[src/rtl/sr_cmd_conditioner.sv]
// Debounced, mutually exclusive S/R pulse generator with holdoff spacing for an SR flip-flop.
// Define SR_CMD_COUNT_EN to add the set_count/reset_count issue counters.
module sr_cmd_conditioner #(
  parameter int DEBOUNCE_CYCLES = 4,
  parameter int HOLDOFF_CYCLES  = 3,
  parameter bit PRIO_SET        = 1'b0
) (
  input  logic       clk,
  input  logic       rst,
  input  logic       set_btn,
  input  logic       reset_btn,
  output logic       S,
  output logic       R,
  output logic       busy,
  output logic       conflict
`ifdef SR_CMD_COUNT_EN
  ,
  output logic [7:0] set_count,
  output logic [7:0] reset_count
`endif
);

  localparam int DW = (DEBOUNCE_CYCLES > 1) ? $clog2(DEBOUNCE_CYCLES) : 1;
  localparam int HW = (HOLDOFF_CYCLES > 1) ? $clog2(HOLDOFF_CYCLES) : 1;
  localparam logic [DW-1:0] DB_LAST = DW'(DEBOUNCE_CYCLES - 1);
  localparam logic [HW-1:0] HO_LAST = HW'(HOLDOFF_CYCLES - 1);

  typedef enum logic {IDLE = 1'b0, HOLD = 1'b1} state_t;

  // Channel index 0 is set, index 1 is reset.
  logic [1:0] raw;
  logic [1:0] req;
  assign raw = {reset_btn, set_btn};

  for (genvar gi = 0; gi < 2; gi++) begin : g_chan
    logic          sync1_q;
    logic          sync2_q;
    logic          stable_q;
    logic [DW-1:0] cnt_q;
    logic          accept;

    assign accept  = (sync2_q != stable_q) && (cnt_q == DB_LAST);
    // Request fires in the same cycle the stable level is about to rise.
    assign req[gi] = accept && sync2_q;

    always_ff @(posedge clk or negedge rst) begin
      if (!rst) begin
        sync1_q  <= 1'b0;
        sync2_q  <= 1'b0;
        stable_q <= 1'b0;
        cnt_q    <= '0;
      end else begin
        sync1_q <= raw[gi];
        sync2_q <= sync1_q;
        if (sync2_q == stable_q) begin
          cnt_q <= '0;
        end else if (accept) begin
          stable_q <= sync2_q;
          cnt_q    <= '0;
        end else begin
          cnt_q <= cnt_q + 1'b1;
        end
      end
    end
  end

  state_t        state_q;
  logic [HW-1:0] hcnt_q;
  logic [1:0]    pend_q;
  logic          s_q, r_q, busy_q, conflict_q;

  logic [1:0] pend_m;
  logic [1:0] cand;
  logic [1:0] issue;
  logic       hold_done;
  logic       fire;

  assign pend_m    = pend_q | req;
  assign hold_done = (hcnt_q == HO_LAST);
  assign cand      = (state_q == IDLE) ? req : pend_m;
  assign fire      = (state_q == IDLE) ? (req != 2'b00) : (hold_done && (pend_m != 2'b00));

  always_comb begin
    issue = cand;
    if (cand == 2'b11) issue = PRIO_SET ? 2'b01 : 2'b10;
  end

  always_ff @(posedge clk or negedge rst) begin
    if (!rst) begin
      state_q    <= IDLE;
      hcnt_q     <= '0;
      pend_q     <= 2'b00;
      s_q        <= 1'b0;
      r_q        <= 1'b0;
      busy_q     <= 1'b0;
      conflict_q <= 1'b0;
    end else begin
      s_q <= 1'b0;
      r_q <= 1'b0;
      case (state_q)
        IDLE: begin
          if (fire) begin
            s_q     <= issue[0];
            r_q     <= issue[1];
            pend_q  <= cand & ~issue;
            hcnt_q  <= '0;
            state_q <= HOLD;
            busy_q  <= 1'b1;
            if (cand == 2'b11) conflict_q <= 1'b1;
          end
        end
        HOLD: begin
          if (!hold_done) begin
            hcnt_q <= hcnt_q + 1'b1;
            pend_q <= pend_m;
          end else if (!fire) begin
            pend_q  <= 2'b00;
            state_q <= IDLE;
            busy_q  <= 1'b0;
          end else begin
            s_q    <= issue[0];
            r_q    <= issue[1];
            pend_q <= cand & ~issue;
            hcnt_q <= '0;
            if (cand == 2'b11) conflict_q <= 1'b1;
          end
        end
        default: state_q <= IDLE;
      endcase
    end
  end

  assign S        = s_q;
  assign R        = r_q;
  assign busy     = busy_q;
  assign conflict = conflict_q;

`ifdef SR_CMD_COUNT_EN
  logic [7:0] set_count_q, reset_count_q;

  always_ff @(posedge clk or negedge rst) begin
    if (!rst) begin
      set_count_q   <= 8'd0;
      reset_count_q <= 8'd0;
    end else if (fire) begin
      if (issue[0]) set_count_q <= set_count_q + 8'd1;
      if (issue[1]) reset_count_q <= reset_count_q + 8'd1;
    end
  end

  assign set_count   = set_count_q;
  assign reset_count = reset_count_q;
`endif

endmodule

[config.mk]
export PLATFORM = sky130hd
export DESIGN_NAME = sr_cmd_conditioner
export DESIGN_NICKNAME = d
export VERILOG_FILES = /design/src/rtl/sr_cmd_conditioner.sv
export SDC_FILE = /design/constraint.sdc
export NUM_CORES = 1
export LEC_CHECK = 0
export ABC_AREA = 1
export BUFFER_PORTS_ARGS = -buffer_cell sky130_fd_sc_hd__buf_4
export CORE_MARGIN = 10
export CORE_UTILIZATION = 30
export CTS_BUF_LIST = sky130_fd_sc_hd__clkbuf_4 sky130_fd_sc_hd__clkbuf_8 sky130_fd_sc_hd__clkbuf_16
export DETAILED_ROUTE_END_ITERATION = 8
export HOLD_SLACK_MARGIN = 0.12
export PLACE_DENSITY = 0.46
export SYNTH_ARGS = -nofsm -noshare
export SYNTH_HDL_FRONTEND = slang
export SYNTH_SLANG_ARGS = --single-unit
[constraint.sdc]
create_clock -name clk -period 2.7 [get_ports clk]
set_input_delay 0.27 -clock clk [delete_from_list [all_inputs] [get_ports clk]]
set_output_delay 0.27 -clock clk [all_outputs]
set_load 0.01 [all_outputs]
# Word-level counts from Yosys, hierarchy flattened
# Cells that the tools add are included.
# word_totals
out_inout_bits,4
elab_cells,76
regBits,19
in_bits,4
# op_classes
n_addsub,3
eq_ne,11
bitwise_logic,6
n_reduce_logical,10
mux,31
# ops
cell,count
$mux 2,11
$mux 1,13
$pmux 1 s2,5
$eq 2x2->1 const B,4
$pmux 2 s2,2
$add 2x1->2 const B,3
$logic_and 1x1->1,5
$ne 2x2->1 const B,2
$reduce_and 2->1,2
$reduce_bool 2->1,2
$not 1->1,3
$reduce_and 3->1,1
$and 2x2->2,1
$eq 1x1->1,2
$ne 1x1->1,2
$ne 2x1->1 const B,1
$not 2->2,1
$or 2x2->2,1

# Longest topological paths before layout
# Gate-level depths: netlist of the first run.
# logic_depth
ltp_word,12
ltp_mapped,8
mapped_depth_nobuf,8

# Worst setup path after synthesis of the first run
# OpenSTA, ideal clock, no wires.
# synth_timing
kind,register -> register
start,register g_chan[1].cnt_q[0]
end,"register conflict_q, in the netlist conflict"
arrival_time_ns,1.129
setup_ns,0.124
path_buffers,0
path_stages_with_launch,8
t_required_ns,2.576
slack_ns,1.447
synth_period_minus_slack_ns,1.253
path_cell_list,dfrtp_1 -> ha_1 -> nand2_1 -> nor2_1 -> nor2_1 -> nand3_1 -> nand2_2 -> o21bai_2
# synth_between
elab_chain_len,10
elab_cells_between_ends,14
classes_between,eq/ne (2); mux (6); bitwise (1); reduce/logical (5)
# synth_rtl
item,line,text
"start, declared",39,logic [DW-1:0] cnt_q;
"start signal, assigned",61,cnt_q <= cnt_q + 1'b1;
$eq 2x2->1 *,42,assign accept = (sync2_q != stable_q) && (cnt_q == DB_LAST);
$logic_and 1x1->1 *,42,
$logic_and 1x1->1 *,44,assign req[gi] = accept && sync2_q;
$or 2x2->2,78,assign pend_m = pend_q | req;
$mux 2 / $reduce_bool 2->1 (equally long branches),"80, 81",
$eq 2x2->1 / $logic_and 1x1->1 (equally long branches),"109, 125, 81",
"$mux 1, on equally long branches",--,
$mux 1 *,--,
$mux 1,--,
$pmux 1 s2 *,--,
"end signal, assigned",96,conflict_q <= 1'b0;
"end signal, assigned",109,if (cand == 2'b11) conflict_q <= 1'b1;
"end signal, assigned",125,if (cand == 2'b11) conflict_q <= 1'b1;
"end, declared",70,"logic s_q, r_q, busy_q, conflict_q;"
# Every way passes the cells marked *; elsewhere a longest branch is shown, timed or not. The select of a mux whose other input is x is not followed.
# A chain may end at the register's enable or synchronous reset.

# Worst setup path in the final report of the first run
# layout_timing
start,register g_chan[0].cnt_q[0]
end,"register s_q, in the netlist S"
# layout_between
elab_chain_len,10
elab_cells_between_ends,14
classes_between,eq/ne (2); mux (6); bitwise (1); reduce/logical (5)
# layout_rtl
item,line,text
"start, declared",39,
"start signal, assigned",61,
$eq 2x2->1 *,42,
$logic_and 1x1->1 *,42,
$logic_and 1x1->1 *,44,
$or 2x2->2,78,
$mux 2 / $reduce_bool 2->1 (equally long branches),"80, 81",
$eq 2x2->1 / $logic_and 1x1->1 (equally long branches),"85, 81",
$mux 2 / $mux 1 (equally long branches),"85, 81",
$mux 1 *,"102, 116",
$mux 1,113,if (!hold_done) begin
$pmux 1 s2 *,100,case (state_q)
"end signal, assigned",103,s_q <= issue[0];
"end signal, assigned",121,s_q <= issue[0];
"end, declared",70,
# Every way passes the cells marked *; elsewhere a longest branch is shown, timed or not.

==> results by group, run 1 <==
Outcome
  – Status: complete, no violations

Power and ir drop
  – Power per cell area: 1010 mW/mm²
  – Leakage: 0.468 nW
  – VDD IR max: 0.451 mV

Place
  – Post-detail-place hpwl: 1010 µm
  – Number of buffers added on ports: 7
  – Placer's final routability congestion estimate: 0.744

Floorplanning
  – DIE WIDTH: 70.9 µm
  – Die H: 70.9 µm
  – Core area: 0.00248 mm²
  – Ports: 8
  – Starting Density: 0.314
  – Row count: 18
  – Die area: 0.00503 mm²

Yosys
  – Post-Syn Area: 777 µm²
  – Post-synthesis sequential area ratio: 0.612
  – Mapped Nets: 84
  – Synth area leaders: dfrtp_1, nand2_1, nor2_1
  – Netlist cell types: 19
  – Post-synth EDFFs: 0
  – Ys flop type: dfrtp_1
  – Synth Register Bits: 19
  – Post-synth ARST share: 1.00
  – Syn avg cell area: 9.96 µm²
  – Post-synth top area share: 0.612
  – Synth warnings: 0
  – Cells after Synth: 78
  – Cell taking the most area after synthesis: dfrtp_1

Worst setup path
  – Critical Path Slowest Stage Cell: dfrtp_1
  – WP data arrival: 1.59 ns
  – Critical Path Source Type: flip-flop
  – CP cell instances: ha_1 -> nand2_1 -> nor2_1 -> nor2_1 -> nand3_1 -> nand2_2 -> nor2_1
  – Crit-path most repeated cell: nor2_1
  – Worst Path Buf+Inv: 0
  – Worst Path Max Fanout: 5
  – Required time of the critical path: 2.90 ns
  – Crit path max-delay family: simple AND/OR/NAND/NOR gates
  – CP Class: flip-flop to flip-flop
  – Nature of the critical path endpoint: flip-flop
  – CP max stage delay: 0.39 ns

Clock network
  – Clock slew at reported path FFs: 0.11 ns
  – Clock sinks: 19
  – H-tree Lvls: 1
  – Clock buffer depth: 2
  – CTS tree: yes
  – Clock Tree Root: clkbuf_4
  – Total CTS buffers: 3
  – Worst skew pair latency: 0.30 ns

Route
  – First DRT Iteration DRCs: 14
  – DRC violations left: 0
  – Final wirelength: 1350 µm
  – Antenna viol nets, final: 0
  – DR vias/cell: 4.40
  – Routed vias: 537
  – Routed len/inst: 11.0 µm
  – DRT Pass-1 Iters: 4

Global route
  – Largest net degree at the start of global routing: 20
  – Antenna violations before repair: 0
  – First-pass GRT wire length: 2280 µm
  – GRT Util Overall: 0.0582
  – Grt ovf: 0
  – Number of global-route vias before repair: 515

Timing
  – Unrepaired setup endpoints after global routing: no
  – Fin crit period: 1.39 ns
  – Setup violation total in the final timing report: 0
  – Tcrit/Tclk final: 0.515
  – Slew HR: 0.816
  – Worst Skew: 0.00639 ns
  – Measured slew at the worst slew-check pin: 0.276 ns
  – Setup TNS Final: 0 ns
  – FMAX: 0.719 GHz
  – Final Hold Vio Count: 0
  – Hold_ws: 0.357 ns
  – Final Max Slew Viols: 0

Final layout
  – ANT cells: 0
  – Nets: 99
  – Share of cells above drive strength 1: 0.207
  – Commonest non-fill, non-tap cell in the layout: dfrtp_1
  – Fillers: 248
  – Most frequent cells in the layout: dfrtp_1, nand2_1, nor2_1
  – P&R area growth vs syn: 19.0%

Run
  – Max Cap Viol: 0

Hold path
  – Hold Crit Class: input pin to asynchronous set/reset pin
-- sequential cells by signal, indices dropped and copies added, names as in the netlist, 2 cells and up --
| signal | cells |
|---|---|
| g_chan.cnt_q | 4 |
| g_chan.stable_q | 2 |
| g_chan.sync1_q | 2 |
| g_chan.sync2_q | 2 |
| hcnt_q | 2 |
| pend_q | 2 |
-- worst paths after layout --
kind	from	end	slack, ns	depth (start not counted)
max	g_chan[0].cnt_q[0]$_DFF_PN0_	S$_DFF_PN0_	1.31	7
min	rst	R$_DFF_PN0_	0.36	2
max reg2reg	g_chan[0].cnt_q[0]$_DFF_PN0_	S$_DFF_PN0_	1.31	7
min reg2reg	g_chan[0].sync1_q$_DFF_PN0_	g_chan[0].sync2_q$_DFF_PN0_	0.36	0
max in group asynchronous	rst	g_chan[1].sync2_q$_DFF_PN0_	2.13	2
min in group clk	g_chan[0].sync1_q$_DFF_PN0_	g_chan[0].sync2_q$_DFF_PN0_	0.36	0
-- cell type report --
| cell class | instances | area, µm² | area share |
|---|---|---|---|
| multi-input cells | 48 | 260 | 0.281 |
| well taps | 30 | 37.5 | 0.0406 |
| clock inverters | 1 | 5.00 | 0.00541 |
| clock buffers | 3 | 22.5 | 0.0244 |
| inverters | 11 | 41.3 | 0.0447 |
| flip-flops and latches | 19 | 475 | 0.514 |
| repair buffers | 10 | 82.6 | 0.0893 |
-- layer usage --
| layer | share of wire | vias up | global-route usage |
|---|---|---|---|
| li1 | - | 282 | - |
| met1 | 0.47 | 243 | 0.0650 |
| met2 | 0.43 | 8 | 0.0841 |
| met3 | 0.057 | 4 | 0.0223 |
| met4 | 0.039 | 0 | 0.0516 |
| met5 | 0 | - | 0 |
-- synth_stat cells (2+ instances only) --
master / number
a21oi_1: 2
dfrtp_1: 19
ha_1: 2
inv_1: 8
inv_2: 2
nand2_1: 10
nand2_2: 4
nand3_1: 6
nor2_1: 9
nor3_1: 2
o21ai_0: 5
xnor2_1: 2
-- repair_timing --
item | CTS | global route
resized for setup | 0 | 0
hold buffers | 3 | 0
endpoints found under the setup margin | 0 | 0
setup buffers | 0 | 0
hold endpoints to repair | 21 | 0
-- report_power, final --
part / switching [mW] / internal (mW)
Sequential: 0.0679 / 0.377
Clock: 0.0886 / 0.0553
Combinational: 0.204 / 0.137
-- metrics by stage --
stage | utilization | cells | cell area [µm²] | total power [mW] | worst slack [ns]
2_1_floorplan | - | 78 | 777 | 0.694 | 1.45
3_3_place_gp | 0.350 | 115 | 867 | 0.793 | 1.34
3_5_place_dp | 0.350 | 115 | 867 | 0.797 | 1.32
4_1_cts | 0.373 | 122 | 925 | 0.945 | 1.30
5_1_grt | 0.373 | 122 | 925 | 1.01 | 1.14
6_report | 0.373 | 122 | 925 | 0.930 | 1.31
-- cells by family after synthesis --
logic type | after synthesis | share of synthesized area
AOI/OAI and AO/OA | 11 | 0.0886
and+or+nand+nor | 33 | 0.192
xor gates and xnor gates | 2 | 0.0225
DFF | 19 | 0.612
adders and majority gates | 2 | 0.0322
buffers and inverters | 11 | 0.0531
No activity file was read; power rests on OpenSTA's default activity.
==> run 2: changes to the inputs <==
--- a/config.mk
+++ b/config.mk
@@ -5,7 +5,7 @@
 export SDC_FILE = /design/constraint.sdc
 export NUM_CORES = 1
 export LEC_CHECK = 0
-export ABC_AREA = 1
+export ABC_AREA = 0
 export BUFFER_PORTS_ARGS = -buffer_cell sky130_fd_sc_hd__buf_4
 export CORE_MARGIN = 10
 export CORE_UTILIZATION = 30
==> constraint.sdc (replaced) <==
create_clock -name clk -period 1.4 [get_ports clk]
set_input_delay 0.14 -clock clk [delete_from_list [all_inputs] [get_ports clk]]
set_output_delay 0.14 -clock clk [all_outputs]
set_load 0.01 [all_outputs]
==> results by group, run 2 <==
Outcome
  – Status: complete, no violations

Worst setup path
  – Worst r2r dst: busy$_DFFE_PN0P_
  – Critical Path Slowest Stage Cell: or4b_4
  – Nature of the critical path endpoint: flip-flop
  – Worst Reg-to-Reg Cells: 3
  – Required time of the critical path: 1.57 ns
  – WP data arrival: 1.52 ns
  – Worst Path Max Fanout: 2
  – FF-to-FF Start: pend_q[0]$_DFFE_PN0P_
  – Crit. Startpoint: pend_q[0]$_DFFE_PN0P_
  – CP cell instances: or4b_4 -> o31ai_2 -> a2bb2oi_1
  – CP Class: flip-flop to flip-flop
  – R2R setup slack: 0.05 ns
  – Setup crit end: busy$_DFFE_PN0P_
  – Critical Path Source Type: flip-flop
  – CP max stage delay: 0.55 ns

Yosys
  – Post-synth top cells: dfrtp_1, nand2b_1, nand2_1
  – Most frequent cell after synthesis: dfrtp_1
  – Synth warnings: 0
  – Netlist cell types: 29
  – Post-synthesis sequential area ratio: 0.599
  – Post-Syn Area: 793 µm²
  – Cells after Synth: 63
  – Synth Register Bits: 19
  – Mapped Nets: 69
  – Synth area leaders: dfrtp_1, nand2b_1, xnor2_1
  – Ys flop type: dfrtp_1
  – Post-synth ARST share: 1.00
  – Syn avg cell area: 12.6 µm²
  – Cell taking the most area after synthesis: dfrtp_1
  – Post-synth EDFFs: 0
  – Post-synth top area share: 0.599

Power and ir drop
  – Power per cell area: 1780 mW/mm²
  – Clk pwr share: 0.160
  – VDD IR max: 0.701 mV
  – Gate power share: 0.374
  – Sw frac: 0.313
  – Internal power: 1.24 mW
  – P_sw: 0.563 mW
  – Reg power frac: 0.466
  – Leakage: 0.469 nW

Floorplanning
  – DIE WIDTH: 71.4 µm
  – Die area: 0.00510 mm²
  – Row count: 18
  – Core area: 0.00250 mm²
  – Die H: 71.4 µm
  – Starting Density: 0.317
  – Ports: 8

Clock network
  – # Post-CTS Setup Buffers: 0
  – Clock buffer depth: 2
  – CTS tree: yes
  – Worst skew pair latency: 0.29 ns
  – H-tree Lvls: 1
  – Total CTS buffers: 3
  – Clock Tree Root: clkbuf_4
  – Clock slew at reported path FFs: 0.10 ns
  – Clock sinks: 19

Global route
  – Met3 usage: 0.0220
  – Grt ovf: 0
  – Number of global-route vias before repair: 579
  – First-pass GRT wire length: 2550 µm
  – GR peak layer: met2
  – Largest net degree at the start of global routing: 20
  – GRT Util Overall: 0.0600
  – Antenna violations before repair: 0
  – Met1 Use GR: 0.0732
  – Met2 Track Usage GR: 0.0892

Final layout
  – Share of cells above drive strength 1: 0.361
  – Nets: 90
  – Area occupied by multi-input gates: 325 µm²
  – Fillers: 236
  – Final Util: 0.406
  – Register area: 475 µm²
  – Commonest non-fill, non-tap cell in the layout: dfrtp_1
  – P&R area growth vs syn: 27.9%
  – Largest Register: g_chan.cnt_q
  – Max FFs per register: 4
  – Most frequent cells in the layout: dfrtp_1, buf_4, nand2b_1, nand2_1, clkbuf_4
  – ANT cells: 0

Timing
  – Final Max Slew Viols: 0
  – Setup violation total in the final timing report: 0
  – Fin crit period: 1.35 ns
  – Worst Skew: 0.00199 ns
  – Final Hold Vio Count: 0
  – Tcrit/Tclk final: 0.964
  – Slew HR: 0.834
  – FMAX: 0.741 GHz
  – Setup TNS Final: 0 ns
  – Measured slew at the worst slew-check pin: 0.249 ns
  – Unrepaired setup endpoints after global routing: no

Place
  – Post-detail-place hpwl: 1030 µm
  – Number of buffers added on ports: 7
  – Placer's final routability congestion estimate: 0.791

Hold path
  – Hold Crit Class: input pin to asynchronous set/reset pin

Route
  – DR vias/cell: 4.85
  – DRT Pass-1 Iters: 4
  – Final wirelength: 1360 µm
  – Routed vias: 548
  – DRC violations left: 0
  – Antenna viol nets, final: 0
  – Routed len/inst: 12.0 µm
  – First DRT Iteration DRCs: 10

Run
  – Max Cap Viol: 0
[run 2: cell count changes in the layout (fill, tap and decap cells not counted), moves of 4 or more]
cell,before,now
nand3_1,6,0
inv_1,8,1
nand2_2,4,0
nor2_1,9,2
o21ai_0,5,1
nand2_1,10,4
nand2b_1,0,4
buf_4,7,15
[run 2: cells by family after synthesis]
family,after synthesis,share of synthesized area
buf+inv,3,0.0158
xor+xnor,3,0.0331
mux,2,0.0284
flops,19,0.599
simple gates,21,0.162
fa+ha+maj,2,0.0315
compound gates,13,0.129
[run 2: worst min path at each step]
| stage | startpoint | slack [ns] | endpoint | depth (start not counted) |
|---|---|---|---|---|
| after floorplan | rst | -0.16 | R$_DFF_PN0_ | 0 |
| after global placement | rst | 0.03 | conflict$_DFFE_PN0P_ | 1 |
| after detailed placement | rst | 0.03 | conflict$_DFFE_PN0P_ | 1 |
| after CTS | rst | 0.25 | R$_DFF_PN0_ | 2 |
| after global routing | rst | 0.27 | state_q$_DFF_PN0_ | 2 |
| final | rst | 0.25 | R$_DFF_PN0_ | 2 |
[run 2: through the flow]
stage               setup WS (ns)  total power [mW]  hold slack, ns  cells  area, µm²
detailed placement         0.0367              1.51          0.0289    106        935
finish                     0.0510              1.80           0.247    113       1010
CTS                        0.0210              1.82           0.253    113        995
floorplan                  0.0473              1.25          -0.156     63        793
global route               0.0107              1.96           0.268    113       1010
global placement           0.0503              1.51          0.0288    106        935
[run 2: final cells by class]
type / count / area share
well taps: 30 / 0.0370
inverters: 1 / 0.00370
clock buffers: 4 / 0.0296
flip-flops and latches: 19 / 0.469
repair buffers: 18 / 0.141
multi-input cells: 41 / 0.321
[run 2: routing by layer]
layer  up-vias  routed length, µm
met5         -                  0
met4         0                 12
met3         2                 86
met2        11                620
met1       269                640
li1        266                  -
[run 2: what timing repair did]
action	in CTS	in global routing
setup endpoints to repair	0	7
gates resized for setup	0	7
endpoints found under the hold margin	21	0
hold buffers	3	0
[run 2: power groups by stage]
stage | clock (mW) | combinational [mW] | sequential, mW
2_1_floorplan | 0 | 0.381 | 0.869
3_3_place_gp | 0 | 0.664 | 0.848
3_5_place_dp | 0 | 0.664 | 0.851
4_1_cts | 0.304 | 0.671 | 0.841
5_1_grt | 0.335 | 0.754 | 0.867
6_report | 0.289 | 0.674 | 0.839
[run 2: critical path, delay by kind of cell (launching register included)]
kind / cells / cell delay [ns]
and+or+nand+nor: 1 / 0.55
DFF: 1 / 0.40
AOI/OAI and AO/OA: 2 / 0.28
==> run 3: changes to the inputs <==
--- a/config.mk
+++ b/config.mk
@@ -13,6 +13,7 @@
 export DETAILED_ROUTE_END_ITERATION = 8
 export HOLD_SLACK_MARGIN = 0.12
 export PLACE_DENSITY = 0.46
+export REMOVE_ABC_BUFFERS = 1
 export SYNTH_ARGS = -nofsm -noshare
 export SYNTH_HDL_FRONTEND = slang
 export SYNTH_SLANG_ARGS = --single-unit
==> results by group, run 3 (synthesis gave the netlist of run 2 again) <==
Worst setup path
  – Worst r2r dst: busy$_DFFE_PN0P_
  – Worst Path Max Fanout: 2
  – Nature of the critical path endpoint: flip-flop
  – Worst Reg-to-Reg Cells: 3
  – CP Class: flip-flop to flip-flop
  – Critical Path Source Type: flip-flop
  – WP data arrival: 1.52 ns
  – Required time of the critical path: 1.58 ns
  – FF-to-FF Start: pend_q[0]$_DFFE_PN0P_
  – R2R setup slack: 0.06 ns

Hold path
  – Hold Crit Class: input pin to asynchronous set/reset pin

Floorplanning
  – Starting Density: 0.317
  – Core area: 0.00250 mm²
  – Die area: 0.00510 mm²
  – Die H: 71.4 µm
  – Row count: 18
  – Ports: 8
  – DIE WIDTH: 71.4 µm

Final layout
  – Largest Register: g_chan.cnt_q
  – Most frequent cells in the layout: dfrtp_1, buf_4, nand2b_1, nand2_1
  – Commonest non-fill, non-tap cell in the layout: dfrtp_1
  – Fillers: 233
  – Nets: 91
  – ANT cells: 0
  – Max FFs per register: 4
  – Design area: 0.00101 mm²
  – Final Util: 0.406
  – Share of cells above drive strength 1: 0.357
  – P&R area growth vs syn: 27.9%

Power and ir drop
  – Power per cell area: 1770 mW/mm²
  – Clk pwr share: 0.149
  – VDD IR max: 0.912 mV
  – Sw frac: 0.317
  – Leakage: 0.473 nW
  – P_sw: 0.571 mW
  – Gate power share: 0.389
  – Total power: 1.80 mW
  – Internal power: 1.23 mW
  – Reg power frac: 0.462

Timing
  – Setup violation total in the final timing report: 0
  – Setup ws final: 0.0592 ns
  – Final Max Slew Viols: 0
  – FMAX: 0.746 GHz
  – Measured slew at the worst slew-check pin: 0.241 ns
  – Setup TNS Final: 0 ns
  – Worst Skew: 0.00103 ns
  – Slew HR: 0.839
  – Tcrit/Tclk final: 0.958
  – Fin crit period: 1.34 ns
  – Unrepaired setup endpoints after global routing: no
  – Final Hold Vio Count: 0

Global route
  – GRT Util Overall: 0.0592
  – First-pass GRT wire length: 2520 µm
  – Grt ovf: 0
  – Largest net degree at the start of global routing: 20
  – Antenna violations before repair: 0
  – Number of global-route vias before repair: 582

Route
  – DRT Pass-1 Iters: 4
  – DR vias/cell: 4.64
  – Antenna viol nets, final: 0
  – Routed vias: 529
  – Final wirelength: 1350 µm
  – Routed len/inst: 11.9 µm
  – DRC violations left: 0
  – First DRT Iteration DRCs: 27

Clock network
  – Clock buffer depth: 2
  – CTS tree: yes
  – Clock slew at reported path FFs: 0.10 ns
  – Clock sinks: 19
  – H-tree Lvls: 1
  – Worst skew pair latency: 0.29 ns
  – Total CTS buffers: 3
  – Clock Tree Root: clkbuf_4

Outcome
  – Status: complete, no violations

Place
  – Placer's final routability congestion estimate: 0.752
  – Setup WS pre-CTS: 0.0212 ns
  – Post-detail-place hpwl: 1040 µm
  – Number of buffers added on ports: 7
  – Post-placement cell area: 935 µm²

Run
  – Max Cap Viol: 0
## run 3: cell types whose count changed in the layout (fill, tap and decap cells not counted), sizes merged
cell    previous run  this run
clkinv             0         1
buf               15        16
clkbuf             4         3
## run 3: how the worst max path moves through the flow
stage,to,cells past startpoint,startpoint,slack (ns)
2_1_floorplan,busy$_DFFE_PN0P_,3,pend_q[0]$_DFFE_PN0P_,0.08
3_3_place_gp,state_q$_DFF_PN0_,4,g_chan[0].cnt_q[0]$_DFF_PN0_,0.009
3_5_place_dp,state_q$_DFF_PN0_,4,g_chan[0].cnt_q[0]$_DFF_PN0_,0.02
4_1_cts,pend_q[0]$_DFFE_PN0P_,4,g_chan[0].cnt_q[0]$_DFF_PN0_,0.008
5_1_grt,busy$_DFFE_PN0P_,3,pend_q[0]$_DFFE_PN0P_,0.01
6_report,busy$_DFFE_PN0P_,3,pend_q[0]$_DFFE_PN0P_,0.06
## run 3: per-stage QoR
stage,instances,hold WS [ns]
2_1_floorplan,61,-0.156
6_report,114,0.245
3_5_place_dp,106,0.0300
3_3_place_gp,106,0.0284
5_1_grt,114,0.248
4_1_cts,113,0.243
## run 3: critical path, cell delays in order (launching register included)
cell and delay (ns):
dfrtp_1 0.41, or4b_4 0.55, o31ai_2 0.18, a2bb2oi_1 0.09
## run 3: final cells by class
cell class | instances | area (µm²) | area share
clock inverters | 1 | 5.00 | 0.00493
inverters | 1 | 3.75 | 0.00370
well taps | 30 | 37.5 | 0.0370
multi-input cells | 41 | 320 | 0.316
clock buffers | 3 | 22.5 | 0.0222
flip-flops and latches | 19 | 475 | 0.469
repair buffers | 19 | 150 | 0.148
## run 3: what timing repair did
| action | 4_1_cts | 5_1_grt |
|---|---|---|
| pin swaps | 0 | 1 |
| resized for setup | 1 | 4 |
| endpoints found under the hold margin | 21 | 0 |
| hold buffers | 3 | 0 |
| endpoints found under the setup margin | 2 | 6 |
| buffers inserted | 0 | 1 |
## run 3: layer usage
layer / up-vias / wire (µm) / GRT usage / share of wire
met5: - / 0 / 0 / 0
met4: 0 / 0 / 0.00645 / 0
met3: 0 / 78 / 0.0317 / 0.058
met2: 17 / 589 / 0.0931 / 0.44
met1: 245 / 683 / 0.0717 / 0.51
li1: 267 / - / - / -
## run 3: power by group through the flow
stage	clock (mW)	combinational, mW	sequential, mW
2_1_floorplan	0	0.356	0.885
3_3_place_gp	0	0.675	0.845
3_5_place_dp	0	0.675	0.842
4_1_cts	0.286	0.687	0.832
5_1_grt	0.309	0.794	0.862
6_report	0.268	0.701	0.831
